### config.mk
export PLATFORM = sky130hd
export DESIGN_NAME = pipe_skid_ingress
export DESIGN_NICKNAME = d
export VERILOG_FILES = /design/src/rtl/pipe_skid_ingress.sv
export SDC_FILE = /design/constraint.sdc
export NUM_CORES = 1
export LEC_CHECK = 0
export CAP_MARGIN = 20
export CORE_ASPECT_RATIO = 1.4
export CORE_UTILIZATION = 47
export DETAILED_ROUTE_END_ITERATION = 8
export PLACE_DENSITY = 0.78
export SYNTH_ARGS = -nofsm -noshare
export SYNTH_HDL_FRONTEND = slang
export SYNTH_SLANG_ARGS = --single-unit
export TNS_END_PERCENT = 10
### constraint.sdc
create_clock -name clk -period 3.1 [get_ports clk]
set_clock_uncertainty 0.05 [all_clocks]
set_input_delay 0.465 -clock clk [delete_from_list [all_inputs] [get_ports clk]]
set_output_delay 0.465 -clock clk [all_outputs]
set_load 0.02 [all_outputs]
### src/rtl/pipe_skid_ingress.sv
// pipe_skid_ingress
//   Ingress stage for the typed pipeline register. It takes a valid/ready
//   producer stream and presents a registered, stall-tolerant stream through a
//   2-entry skid buffer. The 2-bit packet type is decoded into one-hot
//   type_a/type_b flags when an entry is captured. Entries with the illegal
//   type 11 still pass through as common-only, and they are flagged and counted.
//
// Ports
//   clk, rst                  clock, synchronous active-high reset
//   s_vld/s_rdy               producer handshake (s_rdy is registered)
//   s_type, s_data_*          producer packet type and payload fields
//   m_vld/m_rdy               downstream handshake (m_rdy = downstream enable)
//   m_type_a/m_type_b         decoded type flags of the head entry
//   m_data_*                  head entry payload fields
//   occupancy                 entries held (0..2)
//   err_illegal               one-cycle pulse after an illegal type is accepted
//   err_cnt                   saturating count of accepted illegal types
module pipe_skid_ingress #(
    parameter int COMMON_W  = 8,
    parameter int A_W       = 8,
    parameter int B_W       = 8,
    parameter int ERR_CNT_W = 8
) (
    input  logic                 clk,
    input  logic                 rst,
    input  logic                 s_vld,
    output logic                 s_rdy,
    input  logic [1:0]           s_type,
    input  logic [COMMON_W-1:0]  s_data_common,
    input  logic [A_W-1:0]       s_data_a,
    input  logic [B_W-1:0]       s_data_b,
    output logic                 m_vld,
    input  logic                 m_rdy,
    output logic                 m_type_a,
    output logic                 m_type_b,
    output logic [COMMON_W-1:0]  m_data_common,
    output logic [A_W-1:0]       m_data_a,
    output logic [B_W-1:0]       m_data_b,
    output logic [1:0]           occupancy,
    output logic                 err_illegal,
    output logic [ERR_CNT_W-1:0] err_cnt
);

    typedef struct packed {
        logic                type_a;
        logic                type_b;
        logic [COMMON_W-1:0] common;
        logic [A_W-1:0]      a;
        logic [B_W-1:0]      b;
    } entry_t;

    // The encoding equals the occupancy, so the occupancy output is the state register.
    typedef enum logic [1:0] {
        EMPTY = 2'd0,
        ONE   = 2'd1,
        FULL  = 2'd2
    } state_t;

    state_t               state_q, state_d;
    entry_t               main_q, main_d;
    entry_t               skid_q, skid_d;
    entry_t               in_entry;
    logic                 s_rdy_q, s_rdy_d;
    logic                 err_illegal_q, err_illegal_d;
    logic [ERR_CNT_W-1:0] err_cnt_q, err_cnt_d;
    logic                 in_fire, out_fire;

    always_comb begin
        in_entry.type_a = (s_type == 2'b01);
        in_entry.type_b = (s_type == 2'b10);
        in_entry.common = s_data_common;
        in_entry.a      = s_data_a;
        in_entry.b      = s_data_b;

        in_fire  = s_vld & s_rdy_q;
        out_fire = (state_q != EMPTY) & m_rdy;

        state_d = state_q;
        main_d  = main_q;
        skid_d  = skid_q;

        case (state_q)
            EMPTY: begin
                if (in_fire) begin
                    state_d = ONE;
                    main_d  = in_entry;
                end
            end
            ONE: begin
                if (in_fire && !out_fire) begin
                    state_d = FULL;
                    skid_d  = in_entry;
                end else if (in_fire && out_fire) begin
                    main_d  = in_entry;
                end else if (out_fire) begin
                    state_d = EMPTY;
                end
            end
            FULL: begin
                // s_rdy is low here, so only the drain side can move.
                if (out_fire) begin
                    state_d = ONE;
                    main_d  = skid_q;
                end
            end
            default: state_d = EMPTY;
        endcase

        // Readiness comes only from the next state. This keeps m_rdy off any
        // combinational path to s_rdy.
        s_rdy_d       = (state_d != FULL);
        err_illegal_d = in_fire & (s_type == 2'b11);
        err_cnt_d     = err_cnt_q;
        if (err_illegal_d && (err_cnt_q != {ERR_CNT_W{1'b1}}))
            err_cnt_d = err_cnt_q + ERR_CNT_W'(1);
    end

    always_ff @(posedge clk) begin
        if (rst) begin
            state_q       <= EMPTY;
            s_rdy_q       <= 1'b1;
            err_illegal_q <= 1'b0;
            err_cnt_q     <= '0;
        end else begin
            state_q       <= state_d;
            s_rdy_q       <= s_rdy_d;
            err_illegal_q <= err_illegal_d;
            err_cnt_q     <= err_cnt_d;
        end
    end

    // Payload registers have no reset. m_vld qualifies their contents.
    always_ff @(posedge clk) begin
        if (!rst) begin
            main_q <= main_d;
            skid_q <= skid_d;
        end
    end

    assign s_rdy         = s_rdy_q;
    assign m_vld         = (state_q != EMPTY);
    assign m_type_a      = main_q.type_a;
    assign m_type_b      = main_q.type_b;
    assign m_data_common = main_q.common;
    assign m_data_a      = main_q.a;
    assign m_data_b      = main_q.b;
    assign occupancy     = state_q;
    assign err_illegal   = err_illegal_q;
    assign err_cnt       = err_cnt_q;

endmodule

Yosys cells after proc, flatten, opt, wreduce, memory -nomap -nowiden --
Cells that the tools add are included.
Storage, ports and cells: bits in registers 64, latch bits 0, memory bits (writable) 0, memory bits (read-only) 0, input port bits 30, output and inout bits 39, word-level logic and storage cells 50, memories kept 0
Operators by class: $add $sub $neg 1, multiply operators 0, div/mod/pow operators 0, order comparisons 0, eq/ne operators 11, shifts and indexed selects 0, muxes and demuxes 11, bitwise operators 4, reduce and logical (&&, ||, !) cells 9
Operators by type and width (number):
- 26-bit 2-to-1 mux | 4
- 26-bit case mux with 3 select lines | 1
- 2-bit 2-to-1 mux | 5
- 2-bit != test, second input constant | 5
- 8-bit by 1-bit adder with 8-bit output, second input constant | 1
- 8-bit != test, second input constant | 1
- 2-bit equality test, second input constant | 3
- 2-bit case mux with 3 select lines | 1
- 6-bit AND reduction | 1
- 2-bit by 1-bit equality test with 1-bit output, second input constant | 2
- 1-bit bitwise AND | 3
- 1-bit logical AND | 3
- 3-bit AND reduction | 1
- 3-bit nonzero test | 1
- 2-bit zero test | 1
- 2-bit nonzero test | 1
- 1-bit zero test | 1
- 1-bit NOT | 1

Depth between registers and ports, before layout --
depth in word-level cells 7, depth in mapped cells 5, gate-level depth less buffers 5

Least setup slack after synthesis --
Ideal clock, no wire load.
path kind reg2reg, start point reg s_rdy_q, in the netlist s_rdy, end point reg main_q (netlist bit m_data_a[0]) (enable), library setup time 0.409 ns, data arrival time 1.912 ns, required time 2.641 ns, slack 0.729 ns, cell stages (with the launch flop) 5, buffers on the path 0, period minus slack after synthesis 2.371 ns, path through dfxtp_1 > nand2_1 > nor3_1 > a31oi_1 > nor2_1
Between the ends: cells in the longest elaborated chain, start to end 4, elaborated cells on any way between the ends 7, classes of those cells eq/ne (3); bitwise (1); reduce/logical (3)
Ends and longest elaborated chain:
- from (decl) | line 63 | logic s_rdy_q, s_rdy_d;
- from (signal assigned) | line 126 | s_rdy_q <= s_rdy_d;
- 1-bit bitwise AND (*) | line 75 | in_fire = s_vld & s_rdy_q;
- 1-bit logical AND, on equally long branches | line 93, 90
- 2-bit != test (no line)
- 6-bit AND reduction (no line) (*)
- to (signal assigned) | line 135 | main_q <= main_d;
- to (decl) | line 60 | entry_t main_q, main_d;
Mark *: on every way between the ends. The rest lies on a longest branch, timed or not. A chain may end at the register's enable or synchronous reset.

Worst setup path after layout --
start point reg state_q[1], in the netlist occupancy[1], end point out m_vld
Between the ends: cells in the longest elaborated chain, start to end 1
Ends and longest elaborated chain:
- from (decl) | line 59 | state_t state_q, state_d;
- from (signal assigned) | line 125 | state_q <= state_d;
- 2-bit nonzero test | line 141 | assign m_vld = (state_q != EMPTY);
- to (decl) | line 32 | output logic m_vld,
Every way passes these cells.

==> results.yml <==
sta:
  finalCriticalPeriod_ns: 2.06
  worst_slew_margin_rel: 0.502
  hold_slack_ns: 0.496
  finalHoldViolations: 0
  timing.fmax_mhz: 484
  rsz0062_at_grt: "false"
  tightest_slew_ns: 0.746
  post-route-period-util: 0.666
  fin_setup_tns_ns: 0
  setup_viol: 0
  final_max_slew_viol_count: 0
  postLayoutSetupSlackWorst_ns: 1.04
cts:
  cts.clk_slew.worst_paths_ns: 0.07
  ctsHtreeMaxLevel: 3
  cts_max_path_buffers: 2
  ctsHoldBuffers: 0
  clockRootBuffer: "clkbuf_8"
  cts_resized: 0
  cts.sinks: 64
  post_cts_buffers: 0
  clkLatencyLatePin_ns: 0.32
  numCtsBuffers: 9
  cts_tree: "built"
floorplan:
  die-width_um: 63.7
  start_util: 0.486
  rows: 31
  die_y_um: 88.4
  io_pins: 69
  core_um2: 5160
  fp.dieArea_um2: 5640
power_and_ir_drop:
  p_int_mw: 1.58
  powerDensity_nw_per_um2: 564
  clkPwrFrac: 0.419
  power_mw: 1.97
  switching_share: 0.195
  ir_drop_mv: 0.397
  p_switching_uw: 384
  power_frac_comb: 0.088
  power_frac_seq: 0.494
  power_leakage_nw: 1.23
synth:
  ys.flop_type: "edfxtp_1"
  synthTopCellsByCount: "edfxtp_1, mux2_2, dfxtp_1"
  synth_edf_count: 52
  synth_top_cell_area_share: 0.622
  avgSynthCellArea_um2: 17.0
  synth_area_um2: 2510
  ys_async_sr_fraction: 0
  ys_types: 35
  synth_cells: 148
  yosysMostFrequentCell: "edfxtp_1"
  yosys.area.top_type: "edfxtp_1"
  yosys_warnings: 0
  synthesis.nets: 179
  synth-seq-cells: 64
  ys_seq_area_frac: 0.718
  synth.area.top_cells: "edfxtp_1, mux2_2, dfxtp_1"
placement:
  port_buffers: 68
  place_ws_ns: 0.908
  gp_congestion: 0.798
  dpl-instance-area_um2: 3250
  dp_hpwl_mm: 2.94
  dp_cells: 279
layout:
  multiInputGateArea_um2: 663
  fin_area_um2: 3480
  finalNonFillerCells: 295
  fill_cells: 366
  drive_gt1_frac: 0.223
  fin_nets: 255
  antenna_cells: 0
  regArea_um2: 1800
  utilization: 0.675
  area_delta_synth_final_pct: 38.9
worst_hold_path:
  worstHoldStart: "skid_q[4]"
  hold_class: "reg2reg"
  min_path_cells: 1
  holdPathEnd: "m_data_b[4]"
global_route:
  track_usage: 0.165
  grt_overflow: 0
  grt_pass1_vias: 1451
  grt_pass1_wl_mm: 6.86
  grt_max_degree: 28
  antenna_found_initial: 0
routing:
  via_per_inst: 4.96
  via_count: 1464
  drt-total-wl_mm: 4.26
  drt_iter0_markers: 50
  ant_nets: 0
  wl_per_cell_um: 14.4
  route.detailed.drc: 0
  dr.pass1.iters: 4
outcome:
  outcome: "finished, final reports clean"
flow_run:
  drv_cap: 0
critical_path:
  cp_data_arrival_time_ns: 1.55
  regToRegEndpoint: "m_data_a[7]"
  path_max_fanout: 8
  rr_worst_depth: 2
  crit_type: "reg2out"
  endpoint_kind: "output pin"
  cp.required_ns: 2.58
  cp-start-kind: "flop"
  r2r_start: "occupancy[1]"
  rrSetupSlack_ns: 1.22
[routing by layer]
layer,GRT usage,vias to the layer above,share of wire
met5,0,-,0
met4,0.0682,0,0.0094
met3,0.0515,8,0.066
met2,0.263,61,0.49
met1,0.210,685,0.44
li1,-,710,-
[flip-flops by register name, summed over array words and instances, names as in the netlist]
register,count
err_illegal,1
m_data_b,8
m_type_b,1
s_rdy,1
m_type_a,1
skid_q,26
m_data_a,8
occupancy,2
m_data_common,8
err_cnt,8
[critical path: stages, from the launching register on]
cell             delay (ns)
dfxtp_1                0.38
or2_2                  0.31
clkdlybuf4s50_1        0.54
[power groups by stage]
| stage | clock (mW) | sequential [mW] | combinational (mW) |
|---|---|---|---|
| floorplan | 0 | 1.02 | 0.0531 |
| global placement | 0 | 0.989 | 0.172 |
| detailed placement | 0 | 0.990 | 0.175 |
| CTS | 0.842 | 0.971 | 0.175 |
| global route | 0.880 | 0.973 | 0.186 |
| finish | 0.824 | 0.971 | 0.172 |
[area by class of cell]
cell class | count | share of cell area
Clock inverter | 7 | 0.0316
Timing Repair Buffer | 70 | 0.200
Sequential cell | 64 | 0.517
Clock buffer | 9 | 0.0355
Multi-Input combinational cell | 77 | 0.190
Inverter | 2 | 0.00215
Tap cell | 66 | 0.0237
[kinds of logic after synthesis]
group,synth area share
simple gates,0.0848
fa+ha+maj,0.00499
mux,0.129
flops,0.718
compound gates,0.0234
xor+xnor,0.0209
buf+inv,0.0184
[placed cells by master, fill, tap and decap left out, types with 2 or more instances in the layout]
| cell | count |
|---|---|
| a21oi_1 | 2 |
| and2_1 | 2 |
| and3_1 | 2 |
| buf_4 | 2 |
| bufinv_16 | 3 |
| clkbuf_8 | 9 |
| clkdlybuf4s50_1 | 68 |
| clkinv_1 | 3 |
| dfxtp_1 | 12 |
| edfxtp_1 | 52 |
| mux2_2 | 27 |
| mux2i_1 | 2 |
| nand3_1 | 2 |
| nor2_1 | 10 |
| nor2b_1 | 5 |
| xor2_1 | 6 |
[how the worst max path moves through the flow]
stage | from | end | slack [ns] | depth (start not counted)
after floorplan | s_rdy | m_data_a[0] | 0.73 | 4
after global placement | rst | skid_q[10] | 0.93 | 3
after detailed placement | rst | skid_q[13] | 0.91 | 3
after CTS | occupancy[1] | m_vld | 1.01 | 2
after global routing | occupancy[0] | m_vld | 0.97 | 2
final | occupancy[1] | m_vld | 1.04 | 2
No activity file was read; power rests on OpenSTA's default activity.
